$ cat config.mk
export PLATFORM = sky130hd
export DESIGN_NAME = vga_1bpp_scanout
export DESIGN_NICKNAME = d
export VERILOG_FILES = /design/src/rtl/vga_timing_pkg.sv /design/src/rtl/vga_timing_gen.sv /design/src/rtl/vga_1bpp_scanout.sv
export SDC_FILE = /design/constraint.sdc
export NUM_CORES = 1
export LEC_CHECK = 0
export ABC_CLOCK_PERIOD_IN_PS = 6350
export CAP_MARGIN = 25
export CELL_PAD_IN_SITES_DETAIL_PLACEMENT = 1
export CELL_PAD_IN_SITES_GLOBAL_PLACEMENT = 2
export CORE_AREA = 2 2 98 100
export CTS_CLUSTER_DIAMETER = 120
export DETAILED_ROUTE_END_ITERATION = 7
export DIE_AREA = 0 0 100 102
export GPL_TIMING_DRIVEN = 1
export PLACE_DENSITY = 0.94
export SYNTH_ARGS = -nofsm -noshare
export SYNTH_HDL_FRONTEND = slang
export SYNTH_HIERARCHICAL = 1
export SYNTH_SLANG_ARGS = --single-unit
$ cat constraint.sdc
create_clock -name vga_clk -period 6.35 [get_ports vga_clk]
set_input_delay 1.5875 -clock vga_clk [delete_from_list [all_inputs] [get_ports vga_clk]]
set_output_delay 1.5875 -clock vga_clk [all_outputs]
set_load 0.1 [all_outputs]
$ cat src/rtl/vga_timing_pkg.sv
`default_nettype none
// ============================================================================
// Module  : vga_timing_pkg
// Purpose : 1024x768@60 timing constants, frame-buffer address width,
//           colour defaults and the per-pixel timing-stage record.
// Rev     : 1.0  initial release
// ============================================================================
package vga_timing_pkg;

  localparam int H_ACTIVE = 1024;
  localparam int H_FP     = 24;
  localparam int H_SYNC   = 136;
  localparam int H_BP     = 160;
  localparam int V_ACTIVE = 768;
  localparam int V_FP     = 3;
  localparam int V_SYNC   = 6;
  localparam int V_BP     = 29;

  localparam int H_TOTAL = H_ACTIVE + H_FP + H_SYNC + H_BP;
  localparam int V_TOTAL = V_ACTIVE + V_FP + V_SYNC + V_BP;

  localparam int FB_ADDR_W = 20;

  localparam logic [23:0] FG_COLOR    = 24'hFFFFFF;
  localparam logic [23:0] BG_COLOR    = 24'h000000;
  localparam logic        SYNC_ACTIVE = 1'b0;

  // Timing decode for one pixel slot, carried down the latency pipeline
  typedef struct packed {
    logic vis;
    logic hs;
    logic vs;
    logic fs;
    logic vb;
  } vga_stage_t;

endpackage
`default_nettype wire

$ cat src/rtl/vga_timing_gen.sv
`default_nettype none
// ============================================================================
// Module  : vga_timing_gen
// Purpose : Horizontal/vertical raster counters and stage-0 decode of
//           visible, hsync, vsync, frame-start and vblank.
// Rev     : 1.0  initial release
// ============================================================================
module vga_timing_gen
  import vga_timing_pkg::*;
#(
  parameter int H_ACTIVE = vga_timing_pkg::H_ACTIVE,
  parameter int H_FP     = vga_timing_pkg::H_FP,
  parameter int H_SYNC   = vga_timing_pkg::H_SYNC,
  parameter int H_BP     = vga_timing_pkg::H_BP,
  parameter int V_ACTIVE = vga_timing_pkg::V_ACTIVE,
  parameter int V_FP     = vga_timing_pkg::V_FP,
  parameter int V_SYNC   = vga_timing_pkg::V_SYNC,
  parameter int V_BP     = vga_timing_pkg::V_BP
) (
  input  logic       vga_clk,
  input  logic       rst,
  output vga_stage_t stage_o
);

  localparam int HT = H_ACTIVE + H_FP + H_SYNC + H_BP;
  localparam int VT = V_ACTIVE + V_FP + V_SYNC + V_BP;
  localparam int HW = $clog2(HT);
  localparam int VW = $clog2(VT);

  logic [HW-1:0] h_q, h_d;
  logic [VW-1:0] v_q, v_d;

  // Next raster position: h wraps at end of line and advances v
  always_comb begin
    h_d = h_q + HW'(1);
    v_d = v_q;
    if (h_q == HW'(HT - 1)) begin
      h_d = '0;
      v_d = (v_q == VW'(VT - 1)) ? '0 : v_q + VW'(1);
    end
  end

  // Raster counters, restart at the top-left pixel on reset
  always_ff @(posedge vga_clk) begin
    if (rst) begin
      h_q <= '0;
      v_q <= '0;
    end else begin
      h_q <= h_d;
      v_q <= v_d;
    end
  end

  // Stage-0 decode straight from the counters
  always_comb begin
    stage_o.vis = (32'(h_q) < H_ACTIVE) && (32'(v_q) < V_ACTIVE);
    stage_o.hs  = (32'(h_q) >= H_ACTIVE + H_FP) &&
                  (32'(h_q) <  H_ACTIVE + H_FP + H_SYNC);
    stage_o.vs  = (32'(v_q) >= V_ACTIVE + V_FP) &&
                  (32'(v_q) <  V_ACTIVE + V_FP + V_SYNC);
    stage_o.fs  = (h_q == '0) && (v_q == '0);
    stage_o.vb  = (32'(v_q) >= V_ACTIVE);
  end

endmodule
`default_nettype wire

$ cat src/rtl/vga_1bpp_scanout.sv
`default_nettype none
// ============================================================================
// Module  : vga_1bpp_scanout
// Purpose : 1bpp frame-buffer scan-out: raster timing, linear read address,
//           latency-matched sync/blank pipeline and 1bpp-to-RGB expansion.
// Rev     : 1.0  initial release
// ============================================================================
module vga_1bpp_scanout
  import vga_timing_pkg::*;
#(
  parameter int          H_ACTIVE    = vga_timing_pkg::H_ACTIVE,
  parameter int          H_FP        = vga_timing_pkg::H_FP,
  parameter int          H_SYNC      = vga_timing_pkg::H_SYNC,
  parameter int          H_BP        = vga_timing_pkg::H_BP,
  parameter int          V_ACTIVE    = vga_timing_pkg::V_ACTIVE,
  parameter int          V_FP        = vga_timing_pkg::V_FP,
  parameter int          V_SYNC      = vga_timing_pkg::V_SYNC,
  parameter int          V_BP        = vga_timing_pkg::V_BP,
  parameter logic        SYNC_ACTIVE = vga_timing_pkg::SYNC_ACTIVE,
  parameter int          RD_LAT      = 1,
  parameter logic [23:0] FG_COLOR    = vga_timing_pkg::FG_COLOR,
  parameter logic [23:0] BG_COLOR    = vga_timing_pkg::BG_COLOR
) (
  input  logic                 vga_clk,
  input  logic                 rst,
  output logic [FB_ADDR_W-1:0] vga_addr,
  input  logic                 vga_dout,
  output logic                 hsync,
  output logic                 vsync,
  output logic                 de,
  output logic [23:0]          rgb,
  output logic                 frame_start,
  output logic                 vblank
);

  localparam int NPIX = H_ACTIVE * V_ACTIVE;
  localparam logic [FB_ADDR_W-1:0] LAST_ADDR = FB_ADDR_W'(NPIX - 1);

  if (RD_LAT < 1 || RD_LAT > 3) begin : g_bad_rd_lat
    $error("vga_1bpp_scanout: RD_LAT must be in 1..3");
  end
  if (NPIX > (1 << FB_ADDR_W)) begin : g_bad_size
    $error("vga_1bpp_scanout: visible area exceeds frame-buffer address space");
  end

  vga_stage_t stage0;

  vga_timing_gen #(
    .H_ACTIVE (H_ACTIVE), .H_FP (H_FP), .H_SYNC (H_SYNC), .H_BP (H_BP),
    .V_ACTIVE (V_ACTIVE), .V_FP (V_FP), .V_SYNC (V_SYNC), .V_BP (V_BP)
  ) u_timing (
    .vga_clk (vga_clk),
    .rst     (rst),
    .stage_o (stage0)
  );

  logic [FB_ADDR_W-1:0] addr_q, addr_d, addr_cur;

  // Linear raster address: frame start forces pixel 0, the counter wraps
  // after the last visible pixel so it never leaves the visible range
  always_comb begin
    addr_cur = stage0.fs ? '0 : addr_q;
    addr_d   = addr_cur;
    if (stage0.vis) begin
      addr_d = (addr_cur == LAST_ADDR) ? '0 : addr_cur + FB_ADDR_W'(1);
    end
  end

  assign vga_addr = stage0.vis ? addr_cur : '0;

  // Address counter register
  always_ff @(posedge vga_clk) begin
    if (rst) addr_q <= '0;
    else     addr_q <= addr_d;
  end

  vga_stage_t pipe_q [RD_LAT];
  vga_stage_t dly;

  // Delay the timing decode to line up with the returning pixel data
  always_ff @(posedge vga_clk) begin
    if (rst) begin
      for (int i = 0; i < RD_LAT; i++) pipe_q[i] <= '0;
    end else begin
      pipe_q[0] <= stage0;
      for (int i = 1; i < RD_LAT; i++) pipe_q[i] <= pipe_q[i-1];
    end
  end

  assign dly = pipe_q[RD_LAT-1];

  // Output stage: colour expansion and sync polarity, registered together
  always_ff @(posedge vga_clk) begin
    if (rst) begin
      de          <= 1'b0;
      rgb         <= '0;
      hsync       <= ~SYNC_ACTIVE;
      vsync       <= ~SYNC_ACTIVE;
      frame_start <= 1'b0;
      vblank      <= 1'b0;
    end else begin
      de          <= dly.vis;
      rgb         <= dly.vis ? (vga_dout ? FG_COLOR : BG_COLOR) : 24'h0;
      hsync       <= dly.hs ? SYNC_ACTIVE : ~SYNC_ACTIVE;
      vsync       <= dly.vs ? SYNC_ACTIVE : ~SYNC_ACTIVE;
      frame_start <= dly.fs;
      vblank      <= dly.vb;
    end
  end

endmodule
`default_nettype wire

After elaboration in Yosys (flattened, before gate mapping)
Memory sizes are Yosys's and may differ from the RTL's.
Index checks and enable logic that the tools add are counted.
{ "totals": {"input_bits": 3, "output_inout_bits": 49, "reg_bits": 70, "mem_count": 1, "mem_bits_rw": 5, "word_cells": 46} }
{ "op_classes": {"addsub": 3, "n_bitwise": 1, "muxes": 13, "n_eq_ne": 3, "reduce_logical": 9, "magnitude_cmp": 7} }
{ "memory_table": {"columns": ["name", "words", "word_bits", "read_ports", "rd_ports_with_merged_regs", "wr", "line", "source"], "rows": [
  ["pipe_q", 1, 5, 1, 0, 1, "vga_1bpp_scanout.sv:77", "vga_stage_t pipe_q [RD_LAT];"]
]} }
{ "op_table": {"columns": ["op", "n"], "rows": [
  ["$mux W20", 4],
  ["$mux W24", 1],
  ["$lt A11 B11 Y1 const B", 2],
  ["$add A20 B1 Y20 const B", 1],
  ["$eq A20 B20 Y1 const B", 1],
  ["$ge A10 B10 Y1 const B", 2],
  ["$lt A10 B10 Y1 const B", 2],
  ["$add A11 B1 Y11 const B", 1],
  ["$eq A11 B11 Y1 const B", 1],
  ["$ge A11 B11 Y1 const B", 1],
  ["$logic_not A11 Y1", 1],
  ["$add A10 B1 Y10 const B", 1],
  ["$eq A10 B10 Y1 const B", 1],
  ["$logic_not A10 Y1", 1],
  ["$mux W10", 1],
  ["$mux W1", 6],
  ["$mux W5", 1],
  ["$reduce_or A5 Y1", 1],
  ["$logic_and A1 B1 Y1", 4],
  ["$reduce_or A2 Y1", 2],
  ["$not A1 Y1", 1]
]} }

Depth between registers and ports, before layout
{ "depth": {"ltp_word": 6, "depth_mapped": 13, "depth_no_buf": 10} }

Hierarchy
The synthesis kept the hierarchy.
{ "modules_own_cells": {"columns": ["module", "area_each_um2", "cells_each", "seq_area_each_um2", "n_inst"], "rows": [
  ["vga_1bpp_scanout", 1794.2, 217, 620.6, 1],
  ["vga_timing_gen", 1222.4, 140, 420.4, 1]
]} }

Least setup slack after synthesis
No wires, ideal clock.
{ "synth_path": {"path_kind": "flip-flop to output port", "start": "register u_timing.v_q[0]", "end": "output port vga_addr[13]", "stages_incl_launch_ff": 9, "t_required_ns": 4.762, "path_slack_ns": 1.338, "t_arrival_ns": 3.424, "path_buffers": 3, "path_cell_list": "dfxtp_1 inv_1 ha_1 nand4b_1 nor4_1 clkbuf_1 clkbuf_1 clkbuf_1 nor3_1"} }
{ "synth_lines": {"columns": ["item", "line", "source"], "rows": [
  ["start: declaration", "vga_timing_gen.sv:31", "logic [VW-1:0] v_q, v_d;"],
  ["start signal: assignment", "vga_timing_gen.sv:50", "v_q <= v_d;"],
  ["end: declaration", "vga_1bpp_scanout.sv:26", "output logic [FB_ADDR_W-1:0] vga_addr,"]
]} }

==> metrics.csv <==
stage;metric;value;unit
run_status;result of the run;completed;
detailed_routing;DRC violation total after the first TritonRoute iteration;47;
pwr;clock power share;0.302;
die;Die H;102;um
cts;buffers from clock root to sink, at most;2;
cts;TritonCTS Buffers;5;
die;die area;10200;um2
pwr;Comb power frac;0.195;
worst_setup_path;delay of the slowest critical-path stage;1.13;ns
worst_setup_path;buffers plus inverters on the worst setup path;3;
sta;setup clock skew after layout;0.00995;ns
pwr;Int Pwr;0.463;mW
layout;synthesis-to-layout area growth;17.1;%
global_routing;total global-route track usage;0.152;
cts;hold-fix buffer count after cts;0;
sta;Tmin final;4.84;ns
place;IO Port Bufs;51;
layout;layout cells sized above 1;0.0763;
worst_setup_path;CP max FO;16;
logic_synthesis;post-synthesis async set-or-reset flop share;0;
worst_setup_path;data arrival time of the critical path;3.25;ns
die;Top Ports;52;
sta;Slew Limit Fails;0;
logic_synthesis;top flip-flop cell by instance count after synthesis;sky130_fd_sc_hd__dfxtp_1;
cts;clock latency of the later-clocked register in the worst-skew pair;0.31;ns
worst_setup_path;endpoint required time on the critical path;4.76;ns
sta;final cycle utilization of the critical path;0.762;
sta;total negative setup slack;0;ns
layout;most frequent cells in the layout;sky130_fd_sc_hd__dfxtp_1 (52), sky130_fd_sc_hd__clkdlybuf4s50_1 (51), sky130_fd_sc_hd__nor2_1 (30);
place;dpl hpwl;5.63;mm
detailed_routing;antenna-violating nets left;0;
logic_synthesis;Netlist cell types;56;
detailed_routing;Via density;5.38;
layout;Final Non-Filler Cells;491;
sta;slew at the pin closest to its max-slew limit;0.978;ns
worst_setup_path;Worst path slowest cell;sky130_fd_sc_hd__clkdlybuf4s50_1;
pwr;worst vdd rail ir drop;0.0709;mV
pwr;power dissipated by switching net loads;0.216;mW
logic_synthesis;area fraction in and, or, nand and nor cells after synthesis;0.379;
pwr;static leakage power;1.21;nW
layout;Final Net Count;390;
cts;Root Buffer;sky130_fd_sc_hd__clkbuf_8;
logic_synthesis;synthesized-area fraction occupied by xor and xnor cells;0.0523;
layout;diode count;0;
logic_synthesis;sequential-to-total area share from yosys stat;0.345;
worst_setup_path;Worst setup SP type;register;
pwr;proportion of power drawn by flip-flops and latches;0.503;
detailed_routing;Routed WL;7.60;mm
worst_setup_path;kind of capture point of the worst setup path;primary output;
detailed_routing;DR WL/cell;15.5;um
die;std cell rows;35;
logic_synthesis;Syn Nets;367;
sta;Max transition margin;0.346;
global_routing;vias in the first global route;2618;
global_routing;global-route wire length before repair;12.6;mm
cts;TritonCTS clock tree;yes;
cts;count of cells resized by post-cts repair;0;
sta;setup repair after global routing missed its margin;no;
detailed_routing;drc violations;0;
logic_synthesis;mean instance size in the synthesized netlist;8.45;um2
die;Placeable Area;9110;um2
global_routing;number of antenna violations at the first check in global routing;0;
logic_synthesis;Yosys warning count;6;
logic_synthesis;post-synthesis compound-gate area fraction;0.0896;
cts;number of H-tree levels;2;
global_routing;largest net degree at the start of global routing;28;
hold_path;path type of the worst min-delay path;register to register;
cts;setup repair bufs after CTS;0;
sta;count of final hold-check violations;0;
logic_synthesis;synthesized-area fraction occupied by adder cells;0.0290;
logic_synthesis;share of synthesized area spent on multiplexers;0.00332;
die;Die W;100;um
logic_synthesis;Post-Synthesis Cells;357;
cts;clock-pin slew of the registers on the worst-case setup and hold paths;0.09;ns
worst_setup_path;start-to-end type of the worst setup path;register to primary output;
detailed_routing;Vias;2644;
detailed_routing;TritonRoute pass-1 iters;4;
die;Starting Density;0.331;
flow_run;max-capacitance violation count;0;
sta;f_max;207;MHz
logic_synthesis;Post-synth EDFFs;0;
logic_synthesis;dominant combinational cell family by area after synthesis;simple AND/OR/NAND/NOR gates;
pwr;switching power share of the total;0.317;
worst_setup_path;CP top delay family;buffers and inverters;
layout;commonest non-fill, non-tap cell in the layout;sky130_fd_sc_hd__dfxtp_1;
place;gpl congestion;0.836;
cts;clock sink count;52;
global_routing;overflow left after global routing;0;
place;cell count after placement;484;
pwr;cell area power density;192;nW/um2
worst_setup_path;crit path cell chain;inv_1, ha_1, nand4b_1, nor4_2, buf_4, nor2_1, and2_1, clkdlybuf4s50_1;
logic_synthesis;Netlist Area Pre-Place;3020;um2
logic_synthesis;FF+latch count, synth;52;
sta;Final setup viols;0;
-- power groups by stage --
stage               Sequential [mW]  Clock, mW  Combinational [mW]
detailed placement            0.349          0               0.133
global placement              0.348          0               0.132
global route                  0.343      0.226               0.139
floorplan                     0.354          0               0.100
finish                        0.341      0.205               0.132
CTS                           0.341      0.214               0.133
-- cells in the mapped netlist, types with 2 or more instances --
cell	number	area share
sky130_fd_sc_hd__nor4_1	8	0.017
sky130_fd_sc_hd__nand4b_1	4	0.012
sky130_fd_sc_hd__o211ai_1	2	0.0050
sky130_fd_sc_hd__clkbuf_1	7	0.0087
sky130_fd_sc_hd__or3_2	3	0.0075
sky130_fd_sc_hd__nand2b_1	10	0.021
sky130_fd_sc_hd__and3b_1	2	0.0058
sky130_fd_sc_hd__inv_1	11	0.014
sky130_fd_sc_hd__nand3b_1	2	0.0050
sky130_fd_sc_hd__clkbuf_8	2	0.0091
sky130_fd_sc_hd__nand4_1	12	0.025
sky130_fd_sc_hd__nor2b_1	14	0.029
sky130_fd_sc_hd__or4_1	5	0.012
sky130_fd_sc_hd__xor2_1	5	0.015
sky130_fd_sc_hd__a21o_1	2	0.0050
sky130_fd_sc_hd__buf_2	4	0.0066
sky130_fd_sc_hd__nor3_1	14	0.023
sky130_fd_sc_hd__dfxtp_1	52	0.35
sky130_fd_sc_hd__a21oi_1	12	0.020
sky130_fd_sc_hd__or3_1	6	0.012
sky130_fd_sc_hd__o31ai_1	3	0.0075
sky130_fd_sc_hd__buf_4	23	0.057
sky130_fd_sc_hd__xnor2_1	13	0.038
sky130_fd_sc_hd__o21ai_0	9	0.015
sky130_fd_sc_hd__a31o_2	2	0.0058
sky130_fd_sc_hd__a31oi_1	2	0.0041
sky130_fd_sc_hd__ha_1	7	0.029
sky130_fd_sc_hd__and2_1	18	0.037
sky130_fd_sc_hd__nor2_1	30	0.037
sky130_fd_sc_hd__and3_1	8	0.017
sky130_fd_sc_hd__and4_1	7	0.020
sky130_fd_sc_hd__nand4_4	2	0.014
sky130_fd_sc_hd__nand3_1	16	0.027
sky130_fd_sc_hd__nand2_1	18	0.022
-- metrics by stage --
stage | worst slack (ns) | util | total power [mW] | cell area [um2] | hold WS, ns
CTS | 1.47 | 0.388 | 0.689 | 3530 | 0.377
detailed placement | 1.86 | 0.377 | 0.482 | 3440 | 0.356
finish | 1.51 | 0.388 | 0.679 | 3530 | 0.370
global route | 1.27 | 0.388 | 0.708 | 3530 | 0.398
global placement | 1.92 | 0.377 | 0.480 | 3440 | 0.355
floorplan | 1.34 | - | 0.454 | 3020 | 0.343
-- flip-flops by register name (all words and copies together) (netlist names) --
register and flops:
rgb 1, u_timing/v_q 10, addr_q 20, vblank 1, u_timing/h_q 11, vsync 1, frame_start 1, pipe_q 5
de 1, hsync 1
-- path summary, 6_finish.rpt --
check,to,from,slack [ns],cells after the start
worst max-delay path,vga_addr[15],u_timing/v_q[0]$_SDFFE_PP0N_,1.51,8
worst min-delay path,hsync$_SDFF_PP1_,pipe_q[0][3]$_SDFF_PP0_,0.37,1
worst max register to register,addr_q[15]$_SDFF_PP0_,u_timing/v_q[0]$_SDFFE_PP0N_,2.94,12
worst min register to register,hsync$_SDFF_PP1_,pipe_q[0][3]$_SDFF_PP0_,0.37,1
-- cells by family (layout without fill, tap and decap cells) --
kind of cell               Yosys count  in the layout
xor gates and xnor gates            18             18
DFF                                 52             52
and+or+nand+nor                    188            188
buffers and inverters               50             73
adders and majority gates            7              7
AOI/OAI and AO/OA                   41             41
muxes                                1              1
-- cell type report --
| cell class | instances | area, um2 |
|---|---|---|
| tap | 111 | 139 |
| sequential | 52 | 1040 |
| clock buffer | 7 | 96.3 |
| timing repair buffer | 55 | 541 |
| fill | 1094 | 5580 |
| multi-input combinational | 255 | 1670 |
| inverter | 11 | 41.3 |
-- layer usage --
metal / track usage / up-vias / routed length (um)
met5: 0 / - / 0
met4: 0.0506 / 0 / 145
met3: 0.0280 / 14 / 314
met2: 0.272 / 65 / 3670
met1: 0.186 / 1286 / 3470
li1: - / 1279 / -
Note: power is estimated with default switching activity, not from simulation.
==> edit 1, RTL diff (same settings) <==
The package constant `V_SYNC` goes from 6 to 7.
--- a/src/rtl/vga_timing_pkg.sv
+++ b/src/rtl/vga_timing_pkg.sv
@@ -13,7 +13,7 @@
   localparam int H_BP     = 160;
   localparam int V_ACTIVE = 768;
   localparam int V_FP     = 3;
-  localparam int V_SYNC   = 6;
+  localparam int V_SYNC   = 7;
   localparam int V_BP     = 29;
 
   localparam int H_TOTAL = H_ACTIVE + H_FP + H_SYNC + H_BP;
Behaviour: same outputs for any inputs over 10 cycles, from zero or initial values and one cycle with rst high; that may be too few to reach the edited logic, so the function may still have changed.
==> edit 1 against the unedited design <==
Hold slack improved by 0.0042 ns; sequential power down 1%; area after synthesis decreased by 2.7%; clock skew down 0.0031 ns; cell area shrank 1.5%; cell count is 0.20% lower; sequential cell count did not move; wire length increased by 1.4%; setup slack better by 0.11 ns; die area did not move; total power rose by 0.95%; combinational power fell by 15%; largest cell class unchanged; largest power group unchanged.
==> edit 1: results (changes against the unedited design) <==
outcome=complete, no violations; VDD IR max=92.70 uV (+31%); post-DR wirelength/cell=15.72 um (+1.6%); total track usage=15.13% (-0.12 points); Non-Filler Instances=490 (-0.20%); Slew HR=34.16% (-0.46 points); Area after DPL=3367 um2 (-2.0%); # placed instances=482 (-0.41%); final worst clock skew=0.006832 ns (-0.003120 ns); Critical Path Source=u_timing/v_q[1]$_SDFFE_PP0N_; synth top area cells=dfxtp_1 35%, buf_4 5.9%, and2_1 3.6%; Netlist cell types=51 (-8.9%); met3 wire length=218 um (-31%); synth cell count leaders=52 x dfxtp_1, 28 x nor2_1, 23 x buf_4; hold_ws=0.3739 ns (+0.004213 ns); post-synthesis sequential area ratio=35.45% (+0.94 points); FF-to-FF setup slack=2.97 ns (+0.03 ns); Met1 Routed Length=3541 um (+2.1%); Final HPWL DP=5628 um (about the same); cells after synthesis=358 (+0.28%); switching pwr=0.2109 mW (-2.1%); GP Congestion=0.8319 (-0.54%); layout cells sized above 1=5.013% (-2.6 points); first-pass GRT wire length=12650 um (+0.55%); initial drt markers=99 (+110%); hold path startpoint=pipe_q[0][2]$_SDFF_PP0_
edit 1: cell type report:
class | instances | area [um2]
Fill cell | 1100 | 5630
Sequential cell | 52 | 1041
Clock inverter | 3 | 42.54
Timing Repair Buffer | 54 | 533.0
Inverter | 13 | 48.80
Tap cell | 111 | 138.9
Clock buffer | 5 | 68.82
Multi-Input combinational cell | 252 | 1605
edit 1: kinds of logic after synthesis:
group                      share of synthesized area, %
AOI/OAI and AO/OA                                 9.970
xor gates and xnor gates                          5.369
adders and majority gates                         2.556
buffers and inverters                             10.10
DFF                                               35.45
muxes                                            0.3409
and+or+nand+nor                                   36.22
edit 1: power groups by stage:
| stage | Sequential (mW) | Combinational (mW) | Clock [mW] |
|---|---|---|---|
| after floorplan | 0.350 | 0.0876 | 0 |
| after global placement | 0.344 | 0.112 | 0 |
| after detailed placement | 0.345 | 0.113 | 0 |
| after CTS | 0.337 | 0.113 | 0.240 |
| after global routing | 0.338 | 0.118 | 0.255 |
| final | 0.337 | 0.112 | 0.236 |
edit 1: worst paths after layout:
kind	to	cells past startpoint
setup / recovery	vga_addr[1]	8
hold / removal	vsync$_SDFF_PP1_	1
setup reg to reg	addr_q[15]$_SDFF_PP0_	11
hold reg to reg	vsync$_SDFF_PP1_	1
edit 1: through the flow:
stage          utilization [%]  setup WS, ns
2_1_floorplan                -         1.358
4_1_cts                  38.19         1.588
6_report                 38.19         1.622
3_5_place_dp             36.96         1.939
3_3_place_gp             36.96         2.004
5_1_grt                  38.19         1.311
edit 1: routing by layer:
metal / vias to the layer above / GRT usage, %
li1: 1281 / -
met1: 1269 / 19.13
met2: 44 / 27.03
met3: 11 / 2.257
met4: 0 / 4.110
met5: - / 0
==> edit 2, RTL diff (same flow settings) <==
Without the edit above. Take the reset off `rgb` and load it in a clocked block of its own.
--- a/src/rtl/vga_1bpp_scanout.sv
+++ b/src/rtl/vga_1bpp_scanout.sv
@@ -93,14 +93,12 @@
   always_ff @(posedge vga_clk) begin
     if (rst) begin
       de          <= 1'b0;
-      rgb         <= '0;
       hsync       <= ~SYNC_ACTIVE;
       vsync       <= ~SYNC_ACTIVE;
       frame_start <= 1'b0;
       vblank      <= 1'b0;
     end else begin
       de          <= dly.vis;
-      rgb         <= dly.vis ? (vga_dout ? FG_COLOR : BG_COLOR) : 24'h0;
       hsync       <= dly.hs ? SYNC_ACTIVE : ~SYNC_ACTIVE;
       vsync       <= dly.vs ? SYNC_ACTIVE : ~SYNC_ACTIVE;
       frame_start <= dly.fs;
@@ -108,6 +106,10 @@
     end
   end
 
+  always_ff @(posedge vga_clk) begin
+    rgb <= dly.vis ? (vga_dout ? FG_COLOR : BG_COLOR) : 24'h0;
+  end
+
 endmodule
 `default_nettype wire
 
Check against the original RTL: differs if rst is asserted again (counterexample within 4 cycles, from zero or initial values and one cycle with rst high); with rst held inactive, the same outputs for 10 cycles.
==> edit 2 against the unedited design <==
Synthesized cell count down 8.4%; sequential cell count did not move; total power up 5.6%; sequential share of layout area rose by 1.3 points; wire length fell by 13%; maximum frequency down 5.3%; setup slack lost 0.27 ns; cell area down 4.1%; critical path depth unchanged; area after synthesis down 5.5%; clock power increased by 12%; combinational power up 9.8%; critical endpoint is now vga_addr[2]; largest cell class unchanged.
==> edit 2: results (changes against the unedited design) <==
total track usage=13.49% (-1.8 points); GP Congestion=0.8119 (-2.9%); post-synthesis adder-cell area fraction=3.073% (+0.17 points); met1 usage=16.63% (-2.0 points); layout cells sized above 1=8.169% (+0.54 points); DR WL met2=3145 um (-14%); pwr dens=211.7 nW/um2 (+10%); worst hold endpoint=vsync$_SDFF_PP1_; met3 wire length=267 um (-15%); fillers=1059 (-3.2%); synth top area cells=dfxtp_1 37%, buf_4 6.1%, and2_1 4.8%; mux contribution to synthesized area=0.3512% (+0.019 points); vias in the first global route=2307 (-12%); switching pwr=0.2327 mW (+7.9%); fin nets=364 (-6.7%); Least-Margin Pin Slew=0.9959 ns (+0.01824 ns); R2R cell count=9 (-3); Netlist cell types=50 (-11%); Area after DPL=3274 um2 (-4.7%); # placed instances=458 (-5.4%); FF-to-FF setup slack=3.49 ns (+0.55 ns); cells after synthesis=327 (-8.4%); Critical Path Sink=vga_addr[2]; outcome=complete, no violations; VDD IR max=79.46 uV (+12%); initial drt markers=65 (+38%); post-synthesis sequential area ratio=36.52% (+2.0 points); Non-Filler Instances=466 (-5.1%); synth cell count leaders=52 x dfxtp_1, 26 x nor2_1, 23 x buf_4; CP max FO=18 (+2); worst slack at placement=1.575 ns (-0.2838 ns); first-pass GRT wire length=11110 um (-12%); met3 Resource Use GR=2.394% (-0.41 points); Worst Path Arrival=3.52 ns (+0.27 ns); Final HPWL DP=4951 um (-12%)
==> edit 2: cell count changes in the layout (fill, tap and decap cells not counted), sizes merged, moves of 4 or more <==
cell,before,now
and2,18,22
nor4,8,4
nor2,31,27
or3,9,13
and3,9,5
a21oi,13,17
nor3,14,6
==> edit 2: power groups by stage <==
stage,sequential (mW),combinational [mW],clock (mW)
after floorplan,0.355,0.114,0
after global placement,0.349,0.144,0
after detailed placement,0.349,0.146,0
after CTS,0.342,0.146,0.238
after global routing,0.343,0.152,0.253
final,0.341,0.145,0.230
==> edit 2: final cells by class <==
class,instances,area share (%)
well taps,111,4.102
inverters,10,1.109
flip-flops and latches,52,30.75
multi-input cells,232,45.23
clock inverters,3,1.256
clock buffers,5,2.033
repair buffers,53,15.52
==> edit 2: worst max-delay path, delay by kind of cell, from the launching register on <==
family | cells | cell delay, ns
adders and majority gates | 1 | 0.22
DFF | 1 | 0.42
and+or+nand+nor | 4 | 1.10
buffers and inverters | 3 | 1.45
